<file path="src/rtl/synth_pkg.sv">
// Shared encodings for the voice allocator: waveform select, command word
// field positions, special note numbers and the controller state type.
package synth_pkg;

  typedef enum logic [1:0] {
    WAVE_SINE   = 2'd0,
    WAVE_SQUARE = 2'd1,
    WAVE_SAW    = 2'd2,
    WAVE_TRI    = 2'd3
  } wave_t;

  localparam int unsigned CMD_ON_BIT   = 15;
  localparam int unsigned CMD_NOTE_LSB = 8;
  localparam int unsigned CMD_NOTE_W   = 7;
  localparam int unsigned CMD_VEL_LSB  = 0;
  localparam int unsigned CMD_VEL_W    = 8;

  localparam logic [CMD_NOTE_W-1:0] NOTE_CMD_WAVE = 7'd0;
  localparam logic [CMD_NOTE_W-1:0] NOTE_STOP_ALL = 7'd127;

  typedef enum logic [1:0] {
    ST_IDLE  = 2'd0,
    ST_SCAN  = 2'd1,
    ST_APPLY = 2'd2
  } state_t;

  function automatic wave_t next_wave(input wave_t w);
    return wave_t'(w + 2'd1);
  endfunction

endpackage

</file>
<file path="src/rtl/voice_allocator_if.sv">
// Avalon-MM slave port of the voice allocator: command writes and status reads.
interface voice_allocator_if;
  logic        avs_s0_write;
  logic [31:0] avs_s0_writedata;
  logic        avs_s0_waitrequest;
  logic        avs_s0_read;
  logic [31:0] avs_s0_readdata;

  modport master (
    output avs_s0_write, avs_s0_writedata, avs_s0_read,
    input  avs_s0_waitrequest, avs_s0_readdata
  );

  modport slave (
    input  avs_s0_write, avs_s0_writedata, avs_s0_read,
    output avs_s0_waitrequest, avs_s0_readdata
  );
endinterface

</file>
<file path="src/rtl/voice_slot.sv">
// One polyphony slot: holds note, velocity, playing flag and a saturating age.
module voice_slot #(
  parameter int unsigned NOTE_W  = 7,
  parameter int unsigned VEL_W   = 8,
  parameter int unsigned AGE_W   = 4,
  parameter int unsigned AGE_MAX = 9
) (
  input  logic              clk,
  input  logic              reset,
  input  logic              load,
  input  logic              rel,
  input  logic              age_inc,
  input  logic [NOTE_W-1:0] note_in,
  input  logic [VEL_W-1:0]  vel_in,
  output logic              active,
  output logic [NOTE_W-1:0] note,
  output logic [VEL_W-1:0]  velocity,
  output logic [AGE_W-1:0]  age
);

  always_ff @(posedge clk or posedge reset) begin
    if (reset) begin
      active   <= 1'b0;
      note     <= '0;
      velocity <= '0;
      age      <= '0;
    end else if (load) begin
      active   <= 1'b1;
      note     <= note_in;
      velocity <= vel_in;
      age      <= '0;
    end else if (rel) begin
      active <= 1'b0;
    end else if (age_inc && (age != AGE_W'(AGE_MAX))) begin
      age <= age + 1'b1;
    end
  end

endmodule

</file>
<file path="src/rtl/voice_allocator.sv">
// Polyphonic voice allocator: Avalon-MM note commands are resolved by a
// one-voice-per-cycle scan, then applied to the slot array in a single cycle.
module voice_allocator
  import synth_pkg::*;
#(
  parameter int unsigned NUM_VOICES = 10,
  parameter int unsigned NOTE_W     = 7,
  parameter int unsigned VEL_W      = 8
) (
  input  logic                         clk,
  input  logic                         reset,
  voice_allocator_if.slave             avs,
  output logic [NUM_VOICES-1:0]        o_voice_active,
  output logic [NUM_VOICES*NOTE_W-1:0] o_voice_note,
  output logic [NUM_VOICES*VEL_W-1:0]  o_voice_velocity,
  output logic [NUM_VOICES-1:0]        o_voice_start,
  output logic [NUM_VOICES-1:0]        o_voice_stop,
  output logic [1:0]                   o_wave_sel
);

  localparam int unsigned IDX_W = $clog2(NUM_VOICES);
  localparam int unsigned AGE_W = IDX_W;
  localparam logic [IDX_W-1:0] LAST_IDX = IDX_W'(NUM_VOICES - 1);

  state_t state, state_next;
  wave_t  wave_sel;

  logic                  cmd_on;
  logic [CMD_NOTE_W-1:0] cmd_note;
  logic [CMD_VEL_W-1:0]  cmd_vel;

  logic [IDX_W-1:0] scan_idx, match_idx, free_idx, oldest_idx, target_idx;
  logic             match_found, free_found;
  logic [AGE_W-1:0] oldest_age;

  logic [NOTE_W-1:0] slot_note [NUM_VOICES];
  logic [VEL_W-1:0]  slot_vel  [NUM_VOICES];
  logic [AGE_W-1:0]  slot_age  [NUM_VOICES];
  logic [NUM_VOICES-1:0] slot_active, load_vec, rel_vec, inc_vec, start_vec, stop_vec;

  logic       wave_adv, accept;
  logic [7:0] active_count;
  logic       unused_hi;

  assign accept                 = avs.avs_s0_write && (state == ST_IDLE);
  assign avs.avs_s0_waitrequest = (state != ST_IDLE);
  assign unused_hi              = ^avs.avs_s0_writedata[31:16];

  always_ff @(posedge clk or posedge reset) begin
    if (reset) state <= ST_IDLE;
    else       state <= state_next;
  end

  // Scan results accumulate across SCAN cycles; the first hit wins for match
  // and free slot, and a strict '>' keeps the lowest index on equal ages.
  always_ff @(posedge clk or posedge reset) begin
    if (reset) begin
      cmd_on      <= 1'b0;
      cmd_note    <= '0;
      cmd_vel     <= '0;
      scan_idx    <= '0;
      match_found <= 1'b0;
      match_idx   <= '0;
      free_found  <= 1'b0;
      free_idx    <= '0;
      oldest_idx  <= '0;
      oldest_age  <= '0;
    end else if (accept) begin
      cmd_on      <= avs.avs_s0_writedata[CMD_ON_BIT];
      cmd_note    <= avs.avs_s0_writedata[CMD_NOTE_LSB +: CMD_NOTE_W];
      cmd_vel     <= avs.avs_s0_writedata[CMD_VEL_LSB +: CMD_VEL_W];
      scan_idx    <= '0;
      match_found <= 1'b0;
      match_idx   <= '0;
      free_found  <= 1'b0;
      free_idx    <= '0;
      oldest_idx  <= '0;
      oldest_age  <= '0;
    end else if (state == ST_SCAN) begin
      if (scan_idx != LAST_IDX) scan_idx <= scan_idx + 1'b1;
      if (slot_active[scan_idx] && (slot_note[scan_idx] == NOTE_W'(cmd_note)) && !match_found) begin
        match_found <= 1'b1;
        match_idx   <= scan_idx;
      end
      if (!slot_active[scan_idx] && !free_found) begin
        free_found <= 1'b1;
        free_idx   <= scan_idx;
      end
      if (slot_active[scan_idx] && (slot_age[scan_idx] > oldest_age)) begin
        oldest_age <= slot_age[scan_idx];
        oldest_idx <= scan_idx;
      end
    end
  end

  always_comb begin
    state_next = state;
    load_vec   = '0;
    rel_vec    = '0;
    inc_vec    = '0;
    start_vec  = '0;
    stop_vec   = '0;
    wave_adv   = 1'b0;
    target_idx = '0;
    case (state)
      ST_IDLE:  if (avs.avs_s0_write) state_next = ST_SCAN;
      ST_SCAN:  if (scan_idx == LAST_IDX) state_next = ST_APPLY;
      ST_APPLY: begin
        state_next = ST_IDLE;
        if (cmd_on) begin
          if (cmd_note == NOTE_CMD_WAVE) begin
            wave_adv = 1'b1;
          end else if (cmd_note != NOTE_STOP_ALL) begin
            if (match_found)     target_idx = match_idx;
            else if (free_found) target_idx = free_idx;
            else                 target_idx = oldest_idx;
            load_vec[target_idx]  = 1'b1;
            start_vec[target_idx] = 1'b1;
            inc_vec = slot_active & ~load_vec;
          end
        end else if (cmd_note == NOTE_STOP_ALL) begin
          rel_vec  = slot_active;
          stop_vec = slot_active;
        end else if ((cmd_note != NOTE_CMD_WAVE) && match_found) begin
          rel_vec[match_idx]  = 1'b1;
          stop_vec[match_idx] = 1'b1;
        end
      end
      default:  state_next = ST_IDLE;
    endcase
  end

  for (genvar v = 0; v < NUM_VOICES; v++) begin : g_slot
    voice_slot #(
      .NOTE_W (NOTE_W),
      .VEL_W  (VEL_W),
      .AGE_W  (AGE_W),
      .AGE_MAX(NUM_VOICES - 1)
    ) u_slot (
      .clk     (clk),
      .reset   (reset),
      .load    (load_vec[v]),
      .rel     (rel_vec[v]),
      .age_inc (inc_vec[v]),
      .note_in (NOTE_W'(cmd_note)),
      .vel_in  (VEL_W'(cmd_vel)),
      .active  (slot_active[v]),
      .note    (slot_note[v]),
      .velocity(slot_vel[v]),
      .age     (slot_age[v])
    );
    assign o_voice_note[v*NOTE_W +: NOTE_W]    = slot_note[v];
    assign o_voice_velocity[v*VEL_W +: VEL_W]  = slot_vel[v];
  end

  assign o_voice_active = slot_active;
  assign o_wave_sel     = wave_sel;

  always_comb begin
    active_count = '0;
    for (int unsigned i = 0; i < NUM_VOICES; i++)
      active_count = active_count + 8'(slot_active[i]);
  end

  always_ff @(posedge clk or posedge reset) begin
    if (reset) begin
      o_voice_start       <= '0;
      o_voice_stop        <= '0;
      wave_sel            <= WAVE_SINE;
      avs.avs_s0_readdata <= '0;
    end else begin
      o_voice_start <= start_vec;
      o_voice_stop  <= stop_vec;
      if (wave_adv) wave_sel <= next_wave(wave_sel);
      if (avs.avs_s0_read)
        avs.avs_s0_readdata <= {14'b0, wave_sel, active_count, 8'(NUM_VOICES)};
    end
  end

endmodule

</file>
<file path="src/flat_wrapper.sv">
// flat-port wrapper written by rule: the top's interface ports become plain ports
module voice_allocator_flat import synth_pkg::*;
#(
  parameter int unsigned NUM_VOICES = 10,
  parameter int unsigned NOTE_W     = 7,
  parameter int unsigned VEL_W      = 8
)
  (clk, reset, o_voice_active, o_voice_note, o_voice_velocity, o_voice_start, o_voice_stop, o_wave_sel, avs_avs_s0_write, avs_avs_s0_writedata, avs_avs_s0_read, avs_avs_s0_waitrequest, avs_avs_s0_readdata);
  voice_allocator_if avs_i ();
  input  logic clk;
  input  logic reset;
  output logic [NUM_VOICES-1:0] o_voice_active;
  output logic [NUM_VOICES*NOTE_W-1:0] o_voice_note;
  output logic [NUM_VOICES*VEL_W-1:0] o_voice_velocity;
  output logic [NUM_VOICES-1:0] o_voice_start;
  output logic [NUM_VOICES-1:0] o_voice_stop;
  output logic [1:0] o_wave_sel;
  input wire logic [$bits(avs_i.avs_s0_write)-1:0] avs_avs_s0_write;
  input wire logic [$bits(avs_i.avs_s0_writedata)-1:0] avs_avs_s0_writedata;
  input wire logic [$bits(avs_i.avs_s0_read)-1:0] avs_avs_s0_read;
  output wire logic [$bits(avs_i.avs_s0_waitrequest)-1:0] avs_avs_s0_waitrequest;
  output wire logic [$bits(avs_i.avs_s0_readdata)-1:0] avs_avs_s0_readdata;
  assign avs_i.avs_s0_write = avs_avs_s0_write;
  assign avs_i.avs_s0_writedata = avs_avs_s0_writedata;
  assign avs_i.avs_s0_read = avs_avs_s0_read;
  assign avs_avs_s0_waitrequest = avs_i.avs_s0_waitrequest;
  assign avs_avs_s0_readdata = avs_i.avs_s0_readdata;
  voice_allocator #(.NUM_VOICES(NUM_VOICES), .NOTE_W(NOTE_W), .VEL_W(VEL_W)) u_core (.clk(clk), .reset(reset), .avs(avs_i), .o_voice_active(o_voice_active), .o_voice_note(o_voice_note), .o_voice_velocity(o_voice_velocity), .o_voice_start(o_voice_start), .o_voice_stop(o_voice_stop), .o_wave_sel(o_wave_sel));
endmodule
</file>
<file path="config.mk">
export PLATFORM = sky130hd
export DESIGN_NAME = voice_allocator_flat
export DESIGN_NICKNAME = d
export VERILOG_FILES = /design/src/rtl/synth_pkg.sv /design/src/rtl/voice_allocator_if.sv /design/src/rtl/voice_slot.sv /design/src/rtl/voice_allocator.sv /design/src/flat_wrapper.sv
export SDC_FILE = /design/constraint.sdc
export NUM_CORES = 1
export LEC_CHECK = 0
export ABC_AREA = 1
export ABC_CLOCK_PERIOD_IN_PS = 3850
export CAP_MARGIN = 10
export CORE_UTILIZATION = 25
export DETAILED_ROUTE_END_ITERATION = 8
export PLACE_DENSITY = 0.43
export SLEW_MARGIN = 10
export SYNTH_ARGS = -nofsm -noshare
export SYNTH_HDL_FRONTEND = slang
export SYNTH_HIERARCHICAL = 1
export SYNTH_SLANG_ARGS = --single-unit
</file>
<file path="constraint.sdc">
create_clock -name clk -period 3.85 [get_ports clk]
set_input_delay 0.9625 -clock clk [delete_from_list [all_inputs] [get_ports clk]]
set_output_delay 0.9625 -clock clk [all_outputs]
set_load 0.02 [all_outputs]
</file>
; ---- Word-level counts from Yosys, hierarchy flattened
; Cells that the tools add are included.
[classes]
eq_ne = 29
bitwise_logic = 3
reduce_logical = 65
addsub = 21
mux = 107
order_cmp = 7
[op_table]
columns = cell, n
row1 = $mux W4, 53
row2 = $mux W10, 12
row3 = $add A8 B1 Y8, 8
row4 = $reduce_bool A2 Y1, 26
row5 = $add A4 B1 Y4 const B, 11
row6 = $ne A4 B4 Y1 const B, 11
row7 = $mux W1, 32
row8 = $reduce_and A2 Y1, 15
row9 = $bmux W7 S4, 1
row10 = $ne A2 B1 Y1 const B, 10
row11 = $logic_and A1 B1 Y1, 18
row12 = $bmux W4 S4, 1
row13 = $lt A4 B5 Y1 const B, 3
row14 = $mux W7, 2
row15 = $and A10 B10 Y10, 1
row16 = $not A10 Y10, 1
row17 = $demux W1 S4, 2
row18 = $ge A4 B1 Y1 const B, 2
row19 = $eq A7 B7 Y1, 1
row20 = $eq A7 B7 Y1 const B, 1
row21 = $logic_not A7 Y1, 1
row22 = $ne A7 B7 Y1 const B, 1
row23 = $reduce_bool A7 Y1, 1
row24 = $ge A5 B5 Y1 const B, 1
row25 = 13 further kinds, 17
[totals]
elab_cells = 287
out_inout_bits = 215
regBits = 274

; ---- Depth between registers and ports, before layout
[logic_depth]
depth_word = 20
mapped_depth = 19
ltp_nobuf = 16

; ---- Modules after synthesis
; The synthesis kept the hierarchy.
[by_module_without_submodules]
columns = mod, instances, seq_area_each_um2, area_each_um2, cells_each
row1 = voice_slot, 10, 500.5, 883.3, 103
row2 = voice_allocator, 1, 1726.7, 4902.2, 725

; ---- Least setup slack after synthesis
; No wires, ideal clock.
[synth_timing]
path_kind = reg2reg
start = register u_core.g_slot[0].u_slot.active
end = register u_core.avs.avs_s0_readdata[10]
path_slack_ns = 0.846
path_stages_with_launch = 10
path_buffers = 0
setup_time_ns = 0.083
arrival_time_ns = 2.921
path_cell_list = dfrtp_1 inv_1 fa_1 fa_1 fa_1 inv_1 ha_1 fa_1 xor2_1 o21ai_0
[synth_via]
elab_chain_len = 9
[synth_lines]
columns = element, line
row1 = start: declaration, voice_slot.sv:15  ; output logic active,
row2 = start signal: assignment, voice_slot.sv:23  ; active <= 1'b0;
row3 = start signal: assignment, voice_slot.sv:28  ; active <= 1'b1;
row4 = start signal: assignment, voice_slot.sv:33  ; active <= 1'b0;
row5 = $add A1 B1 Y2, voice_allocator.sv:162  ; active_count = active_count + 8'(slot_active[i]);
row6 = $add A8 B1 Y8 (8 in series), voice_allocator.sv:162
row7 = end signal: assignment, voice_allocator.sv:176  ; avs.avs_s0_readdata <= {14'b0, wave_sel, active_count, 8'(NUM_VOICES)};
row8 = end: declaration, voice_allocator_if.sv:16  ; output avs_s0_waitrequest, avs_s0_readdata
; Every way passes these cells.
; A chain may end at the register's enable or synchronous reset.

; ---- Worst setup path after layout
; Ends and elaborated chain as after synthesis.

==> out/metrics.yaml <==
synthTopCellsByArea: "dfrtp_1, nand2_1, inv_1, nor2_1, nand3_1"
drt_first_pass_iters: 5
yosys.cell_types.count: 42
maxCapViolCount: 0
path_cells: "inv_1 > fa_1 > fa_1 > fa_1 > inv_1 > ha_1 > fa_1 > xor2_1 > o21ai_0"
die_x_um: 236
hold_depth: 2
synthArstFlopShare_pct: 100
detailed_place_hpwl_um: 36200
pin_count: 251
slew_headroom_pct: 19.9
path_buf_inv: 2
port_buffers: 210
use_met2_pct: 29.6
placed_area_um2: 16500
drc_errors: 0
grt_pass1_wl_um: 77000
regToRegStartpoint: "u_core/g_slot[0].u_slot/active"
routed_wl_um: 51700
cp-start-kind: "flop"
ctsHoldBuffers: 0
worstHoldStart: "u_core/g_slot[7].u_slot/velocity[1]"
cts_buffer_depth: 3
slowest_stage: "fa_1"
r2r_slack_ns: 0.81
fmax_mhz: 329
syn_to_final_growth_pct: 28.7
worstSetupPathType: "flop to flop"
cts_buffers: 35
grt_usage_pct: 18.5
postRouteAntennaNets: 0
core_area_um2: 54000
first_global_vias: 11665
ctsResizeCount: 0
die_area_um2: 55900
synth_edf_count: 0
ys_seq_elements: 269
finClkSkew_ns: 0.0245
worstMarginPinSlew_ns: 1.20
nets: 2044
antenna_cells: 0
cts_tree: "done"
busiest_layer: "met2"
syn-cell-area_um2: 13700
critPathArrivalTime_ns: 3.50
antenna_found_initial: 1
path_max_fanout: 4
synth_seq_area_share_pct: 49.0
std_cell_rows: 85
path_delay_family: "adder cells"
grtUsageMet1_pct: 25.1
synth.top_cell.area_share_pct: 49.0
start_util_pct: 25.4
cp_slowest_stage_delay_ns: 0.60
place_congestion: 0.851
rsz0062_at_grt: "false"
holdPathEnd: "u_core/g_slot[7].u_slot/velocity[1]"
drive_gt1_share_pct: 8.65
period_share_pct: 79.0
ir_worst_vdd_mv: 0.343
clk_pin_slew_worst_paths_ns: 0.05
end_kind: "flop"
syn_inst: 1755
final_cell_area_um2: 17700
outcome: "finished clean"
drt-wirelength-per-cell_um: 19.2
grt_remaining_overflow: 0
cts_root_buf: "clkbuf_16"
leakagePower_nw: 8.69
die_y_um: 236
reg2reg_to: "u_core/avs.avs_s0_readdata[10]"
finalSetupViolations: 0
cp_data_required_time_ns: 4.31
power_density_nw_per_um2: 562
period_needed_ns: 3.04
finalHoldViolations: 0
ys.warnings.count: 6
htreeDepth: 2
use_met3_pct: 3.51
clk_latency_ns: 0.56
setup-tns-final_ns: 0
postCtsSetupBuffers: 0
drtIter0Drc: 897
syn_area_per_cell_um2: 7.83
r2r_cells: 9
hold_path_class: "flop to flop"
grt_max_degree: 64
final-max-slew-violation-count: 0
ys.flop_type: "dfrtp_1"
cts_sinks: 269
synth_area_leader_cell: "dfrtp_1"
crit_top_cell: "fa_1"
routed-via-count: 11980
viasPerCell: 4.45
[cells in the final DEF (no fill, tap or decap), drive strengths merged, types with 2 or more instances in the layout]
| master | Yosys | final |
|---|---|---|
| nor4 | 2 | 2 |
| bufinv | 0 | 4 |
| dfrtp | 269 | 269 |
| o211ai | 8 | 8 |
| buf | 88 | 45 |
| clkinv | 3 | 5 |
| a31o | 2 | 2 |
| nor3 | 8 | 8 |
| conb | 1 | 24 |
| o21ai | 70 | 70 |
| nand4 | 15 | 15 |
| o22ai | 2 | 2 |
| a21oi | 35 | 35 |
| clkdlybuf4s50 | 0 | 210 |
| clkbuf | 8 | 55 |
| fa | 6 | 6 |
| nor2 | 153 | 153 |
| nand3 | 107 | 107 |
| xor2 | 2 | 2 |
| o221ai | 2 | 2 |
| inv | 156 | 156 |
| o31ai | 6 | 6 |
| ha | 28 | 28 |
| nand2 | 778 | 778 |
[cells in the mapped netlist, types with 10 or more instances]
cell type,count
nand3_2,10
buf_2,31
nand4_1,15
a21oi_1,35
o21ai_0,67
inv_2,21
inv_1,134
buf_6,19
ha_1,28
nand3_1,87
nor2_1,130
nor2_4,12
nand3_4,10
buf_4,37
nor2_2,11
nand2_1,772
dfrtp_1,269
[stage by stage]
step / total power, mW / worst slack, ns / instances / hold slack [ns] / util [%]
2_1_floorplan: 5.18 / 0.846 / 1778 / 0.452 / -
3_3_place_gp: 6.58 / 0.825 / 2633 / 0.458 / 30.5
3_5_place_dp: 6.58 / 0.808 / 2633 / 0.457 / 30.5
4_1_cts: 10.1 / 0.793 / 2695 / 0.472 / 32.7
5_1_grt: 10.5 / 0.656 / 2695 / 0.490 / 32.7
6_report: 9.93 / 0.810 / 2695 / 0.465 / 32.7
[state kept, by name (all words and copies together), names as in the netlist, 2 cells and up]
name,flops
u_core/cmd_note,7
u_core/state,2
u_core/g_slot.u_slot/active,10
u_core/o_wave_sel,2
u_core/g_slot.u_slot/age,40
u_core/oldest_age,4
u_core/free_idx,4
u_core/oldest_idx,4
u_core/g_slot.u_slot/note,70
u_core/g_slot.u_slot/velocity,80
u_core/o_voice_start,10
u_core/cmd_vel,8
u_core/match_idx,4
u_core/avs.avs_s0_readdata,7
u_core/o_voice_stop,10
u_core/scan_idx,4
[worst min-delay path, stage by stage, from the launching register on]
cell	delay [ns]
dfrtp_1	0.34
nand2_1	0.05
nand2_1	0.04
[cell type report]
class	instances	area, um^2
Fill cell	5673	36300
Timing Repair Buffer	255	2480
Clock inverter	7	153
Clock buffer	55	1030
Tap cell	696	871
Sequential cell	269	6730
Multi-Input combinational cell	1254	5810
Inverter	159	603
[kinds of logic after synthesis]
kind of cell             after synthesis  share of synthesized area, %
XOR/XNOR                               2                         0.128
adder cells (fa/ha/maj)               34                          3.43
buffers and inverters                255                          9.34
flip-flops                           269                          49.0
AND/OR/NAND/NOR                     1065                          32.9
multiplexers                           1                        0.0729
other                                  1                        0.0273
AO/OA/AOI/OAI                        128                          5.14
[report_power, final]
group          switching [mW]  leakage [nW]  internal (mW)
clock                    1.31         0.570           2.11
sequential              0.480          3.70           3.06
combinational            2.11          4.42          0.862
total                    3.90          8.69           6.03
[per-layer routing]
| layer | part of all wire (%) | vias to the layer above |
|---|---|---|
| met2 | 46 | 314 |
| met5 | 0 | - |
| met3 | 5.6 | 62 |
| met4 | 2.1 | 0 |
| met1 | 46 | 5775 |
| li1 | - | 5829 |
[worst max path at each step]
| stage | from | endpoint | cells past startpoint |
|---|---|---|---|
| 2_1_floorplan | u_core/g_slot[0].u_slot/active | u_core/avs.avs_s0_readdata[10] | 9 |
| 3_3_place_gp | u_core/g_slot[0].u_slot/active | u_core/avs.avs_s0_readdata[10] | 9 |
| 3_5_place_dp | u_core/g_slot[0].u_slot/active | u_core/avs.avs_s0_readdata[10] | 9 |
| 4_1_cts | u_core/g_slot[0].u_slot/active | u_core/avs.avs_s0_readdata[10] | 9 |
| 5_1_grt | u_core/g_slot[0].u_slot/active | u_core/avs.avs_s0_readdata[10] | 9 |
| 6_report | u_core/g_slot[0].u_slot/active | u_core/avs.avs_s0_readdata[10] | 9 |
(Power assumes the default switching activity.)
